$ cat src/rtl/e1_tx_framer.sv
// E1 transmit framer: builds G.704 TS0 (FAS/NFAS, optional CRC-4 multiframe)
// and interleaves requested payload bytes into a serial line bit stream.
module e1_tx_framer (
    input  logic       clk,
    input  logic       rst,
    input  logic [7:0] in_data,
    input  logic       in_ack,
    output logic       in_req,
    output logic [4:0] in_ts,
    output logic [3:0] in_frame,
    output logic       out_bit,
    output logic       out_valid,
    input  logic       out_ack,
    input  logic       ctrl_crc4_en,
    input  logic       ctrl_alarm,
    input  logic [1:0] ctrl_e,
    output logic       status_underflow,
    output logic       status_frame,
    output logic       status_mframe
);

    // position of the bit currently on out_bit
    logic [3:0] frame_q;
    logic [4:0] ts_q;
    logic [2:0] bit_q;
    logic [7:0] sh_q;
    logic       valid_q;

    logic [3:0] crc_q;
    logic [3:0] c_q;

    logic [7:0] buf_q;
    logic       buf_full_q;
    logic       req_q;
    logic [4:0] req_ts_q;
    logic [3:0] req_frame_q;

    logic       uf_q;
    logic       sf_q;
    logic       smf_q;

    logic       adv;
    logic       byte_end;
    logic       load;
    logic [4:0] lts;
    logic [3:0] lframe;
    logic       c_pos;
    logic       fb;
    logic [3:0] crc_step;
    logic       smf_end;
    logic [3:0] c_eff;
    logic       req_take;
    logic [7:0] mfas;
    logic       sbit;
    logic [7:0] ts0_byte;
    logic       underflow;
    logic [7:0] load_byte;

    always_comb begin
        adv      = valid_q & out_ack;
        byte_end = adv & (bit_q == 3'd7);
        load     = ~valid_q | byte_end;

        // the very first load after reset is always frame 0 TS0
        if (!valid_q) begin
            lts    = 5'd0;
            lframe = 4'd0;
        end else begin
            lts    = ts_q + 5'd1;
            lframe = (ts_q == 5'd31) ? frame_q + 4'd1 : frame_q;
        end

        // C-bit slots are fed to the CRC as zero
        c_pos    = (ts_q == 5'd0) && (bit_q == 3'd0) && !frame_q[0];
        fb       = (sh_q[7] & ~c_pos) ^ crc_q[3];
        crc_step = {crc_q[2:0], 1'b0} ^ {2'b00, fb, fb};
        smf_end  = byte_end && (ts_q == 5'd31) && (frame_q[2:0] == 3'd7);

        // frame 0/8 TS0 loads in the same cycle the C register latches
        c_eff    = smf_end ? crc_step : c_q;

        req_take = req_q & in_ack;

        // MFAS 001011 then E bits, indexed by odd-frame number / 2
        mfas = {ctrl_e[0], ctrl_e[1], 6'b110100};
        if (!ctrl_crc4_en)
            sbit = 1'b1;
        else if (lframe[0])
            sbit = mfas[lframe[3:1]];
        else
            sbit = c_eff[~lframe[2:1]];

        if (lframe[0])
            ts0_byte = {sbit, 1'b1, ctrl_alarm, 5'b11111};
        else
            ts0_byte = {sbit, 7'b0011011};

        underflow = 1'b0;
        if (lts == 5'd0)
            load_byte = ts0_byte;
        else if (buf_full_q)
            load_byte = buf_q;
        else if (req_take)
            load_byte = in_data;
        else begin
            load_byte = 8'hFF;
            underflow = 1'b1;
        end
    end

    always_ff @(posedge clk) begin
        if (!rst) begin
            frame_q     <= 4'd0;
            ts_q        <= 5'd0;
            bit_q       <= 3'd0;
            sh_q        <= 8'd0;
            valid_q     <= 1'b0;
            crc_q       <= 4'd0;
            c_q         <= 4'd0;
            buf_q       <= 8'd0;
            buf_full_q  <= 1'b0;
            req_q       <= 1'b0;
            req_ts_q    <= 5'd1;
            req_frame_q <= 4'd0;
            uf_q        <= 1'b0;
            sf_q        <= 1'b0;
            smf_q       <= 1'b0;
        end else begin
            uf_q  <= 1'b0;
            sf_q  <= 1'b0;
            smf_q <= 1'b0;

            if (adv) begin
                crc_q <= smf_end ? 4'd0 : crc_step;
                if (smf_end)
                    c_q <= crc_step;
            end

            if (load) begin
                frame_q <= lframe;
                ts_q    <= lts;
                bit_q   <= 3'd0;
                sh_q    <= load_byte;
                valid_q <= 1'b1;
                if (lts == 5'd0) begin
                    sf_q  <= 1'b1;
                    smf_q <= (lframe == 4'd0);
                end else begin
                    buf_full_q <= 1'b0;
                    uf_q       <= underflow;
                end
                // a new request replaces any unanswered one for the slot just loaded
                if (lts != 5'd31) begin
                    req_q       <= 1'b1;
                    req_ts_q    <= lts + 5'd1;
                    req_frame_q <= lframe;
                end else begin
                    req_q <= 1'b0;
                end
            end else begin
                if (adv) begin
                    bit_q <= bit_q + 3'd1;
                    sh_q  <= {sh_q[6:0], 1'b0};
                end
                if (req_take) begin
                    buf_q      <= in_data;
                    buf_full_q <= 1'b1;
                    req_q      <= 1'b0;
                end
            end
        end
    end

    assign out_bit          = sh_q[7];
    assign out_valid        = valid_q;
    assign in_req           = req_q;
    assign in_ts            = req_ts_q;
    assign in_frame         = req_frame_q;
    assign status_underflow = uf_q;
    assign status_frame     = sf_q;
    assign status_mframe    = smf_q;

endmodule

$ cat config.mk
export PLATFORM = sky130hd
export DESIGN_NAME = e1_tx_framer
export DESIGN_NICKNAME = d
export VERILOG_FILES = /design/src/rtl/e1_tx_framer.sv
export SDC_FILE = /design/constraint.sdc
export NUM_CORES = 1
export LEC_CHECK = 0
export CAP_MARGIN = 10
export CELL_PAD_IN_SITES_DETAIL_PLACEMENT = 1
export CELL_PAD_IN_SITES_GLOBAL_PLACEMENT = 2
export CORE_ASPECT_RATIO = 1.4
export CORE_UTILIZATION = 33
export DETAILED_ROUTE_END_ITERATION = 10
export GPL_TIMING_DRIVEN = 0
export PLACE_DENSITY_LB_ADDON = 0.05
export SYNTH_ARGS = -nofsm -noshare
export SYNTH_HDL_FRONTEND = slang
export SYNTH_SLANG_ARGS = --single-unit
export TNS_END_PERCENT = 1
$ cat constraint.sdc
create_clock -name clk -period 2.9 [get_ports clk]
set_input_delay 0.435 -clock clk [delete_from_list [all_inputs] [get_ports clk]]
set_output_delay 0.435 -clock clk [all_outputs]
set_load 0.01 [all_outputs]
After elaboration in Yosys (flattened, before gate mapping)
Index checks and enable logic that the tools add are counted.
W data, S select, Z words.
{"block": "op_classes", "muxes": 25, "n_reduce_logical": 18, "magnitude_cmp": 2, "bitwise": 12, "n_addsub": 4, "n_eq_ne": 5}
{"cell": "$mux W8", "n": 5}
{"cell": "$mux W4", "n": 4}
{"cell": "$mux W1", "n": 12}
{"cell": "$add A5 B1 Y5 const B", "n": 2}
{"cell": "$logic_not A5 Y1", "n": 2}
{"cell": "$reduce_and A2 Y1", "n": 4}
{"cell": "$mux W7", "n": 1}
{"cell": "$eq A3 B3 Y1 const B", "n": 2}
{"cell": "$eq A5 B5 Y1 const B", "n": 1}
{"cell": "$mux W5", "n": 1}
{"cell": "$ne A5 B5 Y1 const B", "n": 1}
{"cell": "$add A4 B1 Y4 const B", "n": 1}
{"cell": "$and A1 B1 Y1", "n": 4}
{"cell": "$logic_and A1 B1 Y1", "n": 4}
{"cell": "$logic_not A4 Y1", "n": 1}
{"cell": "$lt A3 B4 Y1 const B", "n": 1}
{"cell": "$not A1 Y1", "n": 4}
{"cell": "$reduce_bool A2 Y1", "n": 2}
{"cell": "$reduce_or A4 Y1", "n": 1}
{"cell": "$xor A4 B2 Y4", "n": 1}
{"cell": "$add A3 B1 Y3 const B", "n": 1}
{"cell": "$bmux W1 S3", "n": 1}
{"cell": "$logic_not A3 Y1", "n": 1}
{"cell": "$lt A2 B3 Y1 const B", "n": 1}
{"cell": "8 further kinds", "n": 8}
{"block": "word_totals", "register_bits": 51, "elab_cells": 81, "out_inout_bits": 15, "in_bits": 16}

Longest topological paths before layout
{"block": "depth", "ltp_word": 14, "depth_mapped": 13}

Worst setup path before layout
Ideal clock, no wire load.
{"block": "synth_timing", "kind": "register -> register", "start": "register ts_q[0]", "end": "register sh_q[7]", "slack_ps": 744, "arrival_ps": 2032, "setup_time_ps": 124, "required_ps": 2776, "path_stages_with_launch": 11, "n_path_buf": 1, "path_cell_list": "dfxtp_1 ha_1 and3_2 ha_1 buf_6 mux2_4 and3_4 o211ai_2 o221ai_2 a211oi_2 o211ai_2"}
{"block": "synth_via", "elab_chain_len": 14, "word_cells_on_any_way": 25, "classes_between": "1 x add/sub; 1 x eq/ne; 12 x mux; 5 x bitwise; 6 x reduce/logical"}
{"element": "from (decl)", "line_no": "24", "text": "logic [4:0] ts_q;"}
{"element": "from (signal assigned)", "line_no": "141", "text": "ts_q <= lts;"}
{"element": "$logic_not A5 Y1", "line_no": "74", "text": "c_pos = (ts_q == 5'd0) && (bit_q == 3'd0) && !frame_q[0];"}
{"element": "$logic_and A1 B1 Y1 (2 in series)", "line_no": "74"}
{"element": "$not A1 Y1", "line_no": "75", "text": "fb = (sh_q[7] & ~c_pos) ^ crc_q[3];"}
{"element": "$and A1 B1 Y1", "line_no": "75"}
{"element": "$xor A1 B1 Y1", "line_no": "75"}
{"element": "$xor A4 B2 Y4", "line_no": "76", "text": "crc_step = {crc_q[2:0], 1'b0} ^ {2'b00, fb, fb};"}
{"element": "$mux W4"}
{"element": "$bmux W1 S2", "line_no": "91", "text": "sbit = c_eff[~lframe[2:1]];"}
{"element": "$mux W1 (not written as such)", "line_no": "91"}
{"element": "$mux W1", "line_no": "88", "text": "else if (lframe[0])"}
{"element": "$mux W1", "line_no": "86", "text": "if (!ctrl_crc4_en)"}
{"element": "$mux W8 (*)", "line_no": "99", "text": "if (lts == 5'd0)"}
{"element": "$mux W8 (*)", "line_no": "139", "text": "if (load) begin"}
{"element": "to (signal assigned)", "line_no": "143", "text": "sh_q <= load_byte;"}
{"element": "to (signal assigned)", "line_no": "163", "text": "sh_q <= {sh_q[6:0], 1'b0};"}
{"element": "to (decl)", "line_no": "26", "text": "logic [7:0] sh_q;"}
Mark *: on every way between the ends. The rest lies on a longest branch, timed or not. The select of a mux whose other input is x is not followed.
A chain may end at the register's enable or synchronous reset.

Worst setup path after layout
{"block": "layout_timing", "start": "register valid_q (netlist: out_valid)", "end": "register req_frame_q[1] (netlist: in_frame[1])"}
{"block": "layout_via", "word_cells_on_any_way": 8, "classes_between": "1 x eq/ne; 2 x mux; 4 x bitwise; 1 x reduce/logical"}
{"element": "from (decl)", "line_no": "27", "text": "logic valid_q;"}
{"element": "from (signal assigned)", "line_no": "117", "text": "valid_q <= 1'b0;"}
{"element": "from (signal assigned)", "line_no": "144", "text": "valid_q <= 1'b1;"}
{"element": "$mux W5", "line_no": "65", "text": "if (!valid_q) begin"}
{"element": "named net lts[1]", "line_no": "45", "text": "logic [4:0] lts;"}
{"element": "$ne A5 B5 Y1", "line_no": "153", "text": "if (lts != 5'd31) begin"}
{"element": "$reduce_and A2 Y1 (no line)"}
{"element": "to (signal assigned)", "line_no": "156", "text": "req_frame_q <= lframe;"}
{"element": "to (decl)", "line_no": "36", "text": "logic [3:0] req_frame_q;"}
The timed path passes the listed nets, and every way through them passes these cells.

==> out/results.tsv <==
stage	metric	value	unit
power_and_ir_drop	ir_worst_vdd	282	uV
layout	fill_cells	997	
synth	synth_cell_types	55	
critical_path	reg2regPathDepth	12	
place	place_congestion	0.813	
synth	synth.area.top_cells	dfxtp_1, nand2_1, a21boi_1	
routing	drt_wl_total	7.70	mm
sta	tightest_slew	691	ps
synth	seq_area_frac_synth	0.380	
grt	grt_use_total	0.196	
grt	grt_max_degree	15	
clock_network	cts_resized	0	
place	dp_hpwl	5.88	mm
sta	rsz0062_at_grt	false	
routing	drc	0	
clock_network	cts_buffers	5	
routing	viasPerCell	5.08	
synth	synthTopCellsByCount	nand2_1, dfxtp_1, a21boi_1	
sta	period_share	0.906	
place	post-place-ws	258	ps
synth	synth-seq-cells	51	
routing	num_vias	2355	
critical_path	cp.required	3110	ps
critical_path	reg2reg_to	in_frame[1]	
synth	synth_fp_nets	354	
synth	syn_area	2690	sq um
synth	yosys.area_share.adder	0.0512	
floorplan	start_util	0.343	
clock_network	path_clk_slew	90	ps
critical_path	worstSetupPathType	register to register	
clock_network	clockRootBuffer	clkbuf_8	
synth	synth_mux_area_frac	0.0223	
sta	relSlewSlack	0.538	
routing	ant_nets	0	
floorplan	die_h	109	um
clock_network	cts_tree	yes	
routing	drt-initial-drc-count	79	
place	numPortBuffers	29	
synth	async_flop_share	0	
clock_network	cts.sinks	51	
grt	grt_pass1_vias	2395	
clock_network	insertion_delay	310	ps
grt	grt_pass1_wl	12.6	mm
critical_path	worstSetupEndpointType	register	
synth	yosys_most_used_dff	dfxtp_1	
sta	setup_viol	0	
sta	finalHoldViolCount	0	
critical_path	cp.arrival	2840	ps
synth	synth_compound_gate_area_share	0.203	
sta	max_freq	380	MHz
hold_path	min_path_type	primary input to register	
sta	maxSlewViolCount	0	
clock_network	h-tree-depth	2	
critical_path	worstPathMaxFanout	10	
routing	wire_per_inst	16.6	um
clock_network	cts_buffer_depth	2	
clock_network	ctsHoldBuffers	0	
layout	syn2layout_area_growth	18.5	%
floorplan	io_pins	31	
grt	antenna_found_initial	0	
outcome	status	complete, no violations	
synth	yosysMostFrequentCell	nand2_1	
floorplan	dieArea	8520	sq um
synth	yosysWarnings	0	
hold_path	hold_end	out_valid	
sta	setup_ws	271	ps
floorplan	core	7850	sq um
floorplan	rows	38	
sta	fin_worst_skew	5.96	ps
synth	synth_top_family_by_area	simple AND/OR/NAND/NOR gates	
critical_path	r2r_start	out_valid	
sta	fin_setup_tns	0	ps
synth	yosys.area_share.simple	0.264	
synth	synth_top_area_cell	dfxtp_1	
hold_path	worstHoldStart	rst	
layout	layout-drive-gt1-share	0.0934	
synth	synth.avg_cell_area	8.22	sq um
synth	synthCells	327	
hold_path	min_path_cells	1	
layout	diodes	0	
sta	fin_crit	2630	ps
floorplan	fp.dieW	78.3	um
synth	synth-xor-area-share	0.0321	
power_and_ir_drop	power_density	418	nW/um^2
sta	worst_hold_slack	207	ps
synth	synth_edf_count	0	
critical_path	ff2ff_setup_slack	270	ps
routing	drtPass1Iterations	4	
power_and_ir_drop	p_leak	1.16	nW
grt	grt_overflow	0	
synth	synth_top_area_frac	0.380	
clock_network	cts_setup_buffers	0	
job	maxCapViolations	0	
critical_path	cp-start-kind	register	
layout	final_nets	390	
==> sequential cells by signal (all words and copies together) (netlist names), 4 cells and up <==
register  count
crc_q         4
c_q           4
in_frame      4
buf_q         8
ts_q          5
sh_q          8
frame_q       4
in_ts         5
==> metal layers <==
metal,global-route usage,vias to the layer above,routed length (um)
met2,0.345,26,3730
li1,-,1185,-
met5,0,-,0
met1,0.243,1136,3650
met3,0.0285,8,162
met4,0.0648,0,159
==> worst max path at each step <==
stage | start | to | slack, ps
floorplan | ts_q[0] | sh_q[7] | 740
global placement | out_valid | in_frame[0] | 300
detailed placement | out_valid | in_frame[1] | 260
CTS | out_valid | in_frame[1] | 250
global route | out_valid | in_frame[1] | 60
finish | out_valid | in_frame[1] | 270
==> where the power goes <==
part	switching [W]	leakage, nW	internal (W)
Clock	0.000248	0.0422	0.000170
Combinational	0.000102	0.705	0.0000772
Sequential	0.0000120	0.415	0.000721
Total	0.000362	1.16	0.000968
==> cells by family after synthesis <==
family	count (synthesis)
simple gates	147
compound gates	74
flops	51
buf+inv	30
fa+ha+maj	11
xor+xnor	9
mux	5
==> stage by stage <==
step / instances / utilization / area (sq um) / power [W]
2_1_floorplan: 327 / - / 2690 / 0.000850
3_3_place_gp: 456 / 0.396 / 3100 / 0.000930
3_5_place_dp: 456 / 0.396 / 3100 / 0.000931
4_1_cts: 464 / 0.406 / 3190 / 0.00136
5_1_grt: 464 / 0.406 / 3190 / 0.00140
6_report: 464 / 0.406 / 3190 / 0.00133
==> placed cells by master, fill, tap and decap left out, drive strengths merged, types with 11 or more instances in the layout <==
| cell type | count |
|---|---|
| ha | 11 |
| inv | 13 |
| nand3 | 13 |
| dfxtp | 51 |
| clkbuf | 16 |
| clkdlybuf4s50 | 29 |
| nor2 | 16 |
| o21ai | 12 |
| a21boi | 23 |
| a21oi | 14 |
| nand2 | 77 |
==> critical path, cell delays in order, from the launching register on <==
cell,delay [ps]
dfxtp_1,420
buf_2,270
buf_2,280
nand2_1,140
inv_1,70
ha_1,180
nand3_1,90
nor2_1,110
ha_1,170
nand2b_1,120
clkbuf_1,360
o21ai_0,150
and2_1,170
==> final cells by class <==
| type | instances | area (sq um) | area share |
|---|---|---|---|
| Buffer | 17 | 78.8 | 0.0247 |
| Clock buffer | 7 | 76.3 | 0.0240 |
| Clock inverter | 1 | 5.00 | 0.00157 |
| Inverter | 13 | 48.8 | 0.0153 |
| Multi-Input combinational cell | 246 | 1540 | 0.484 |
| Sequential cell | 51 | 1020 | 0.321 |
| Tap cell | 100 | 125 | 0.0393 |
| Timing Repair Buffer | 29 | 290 | 0.0911 |
Note: power is estimated with default switching activity, not from simulation.
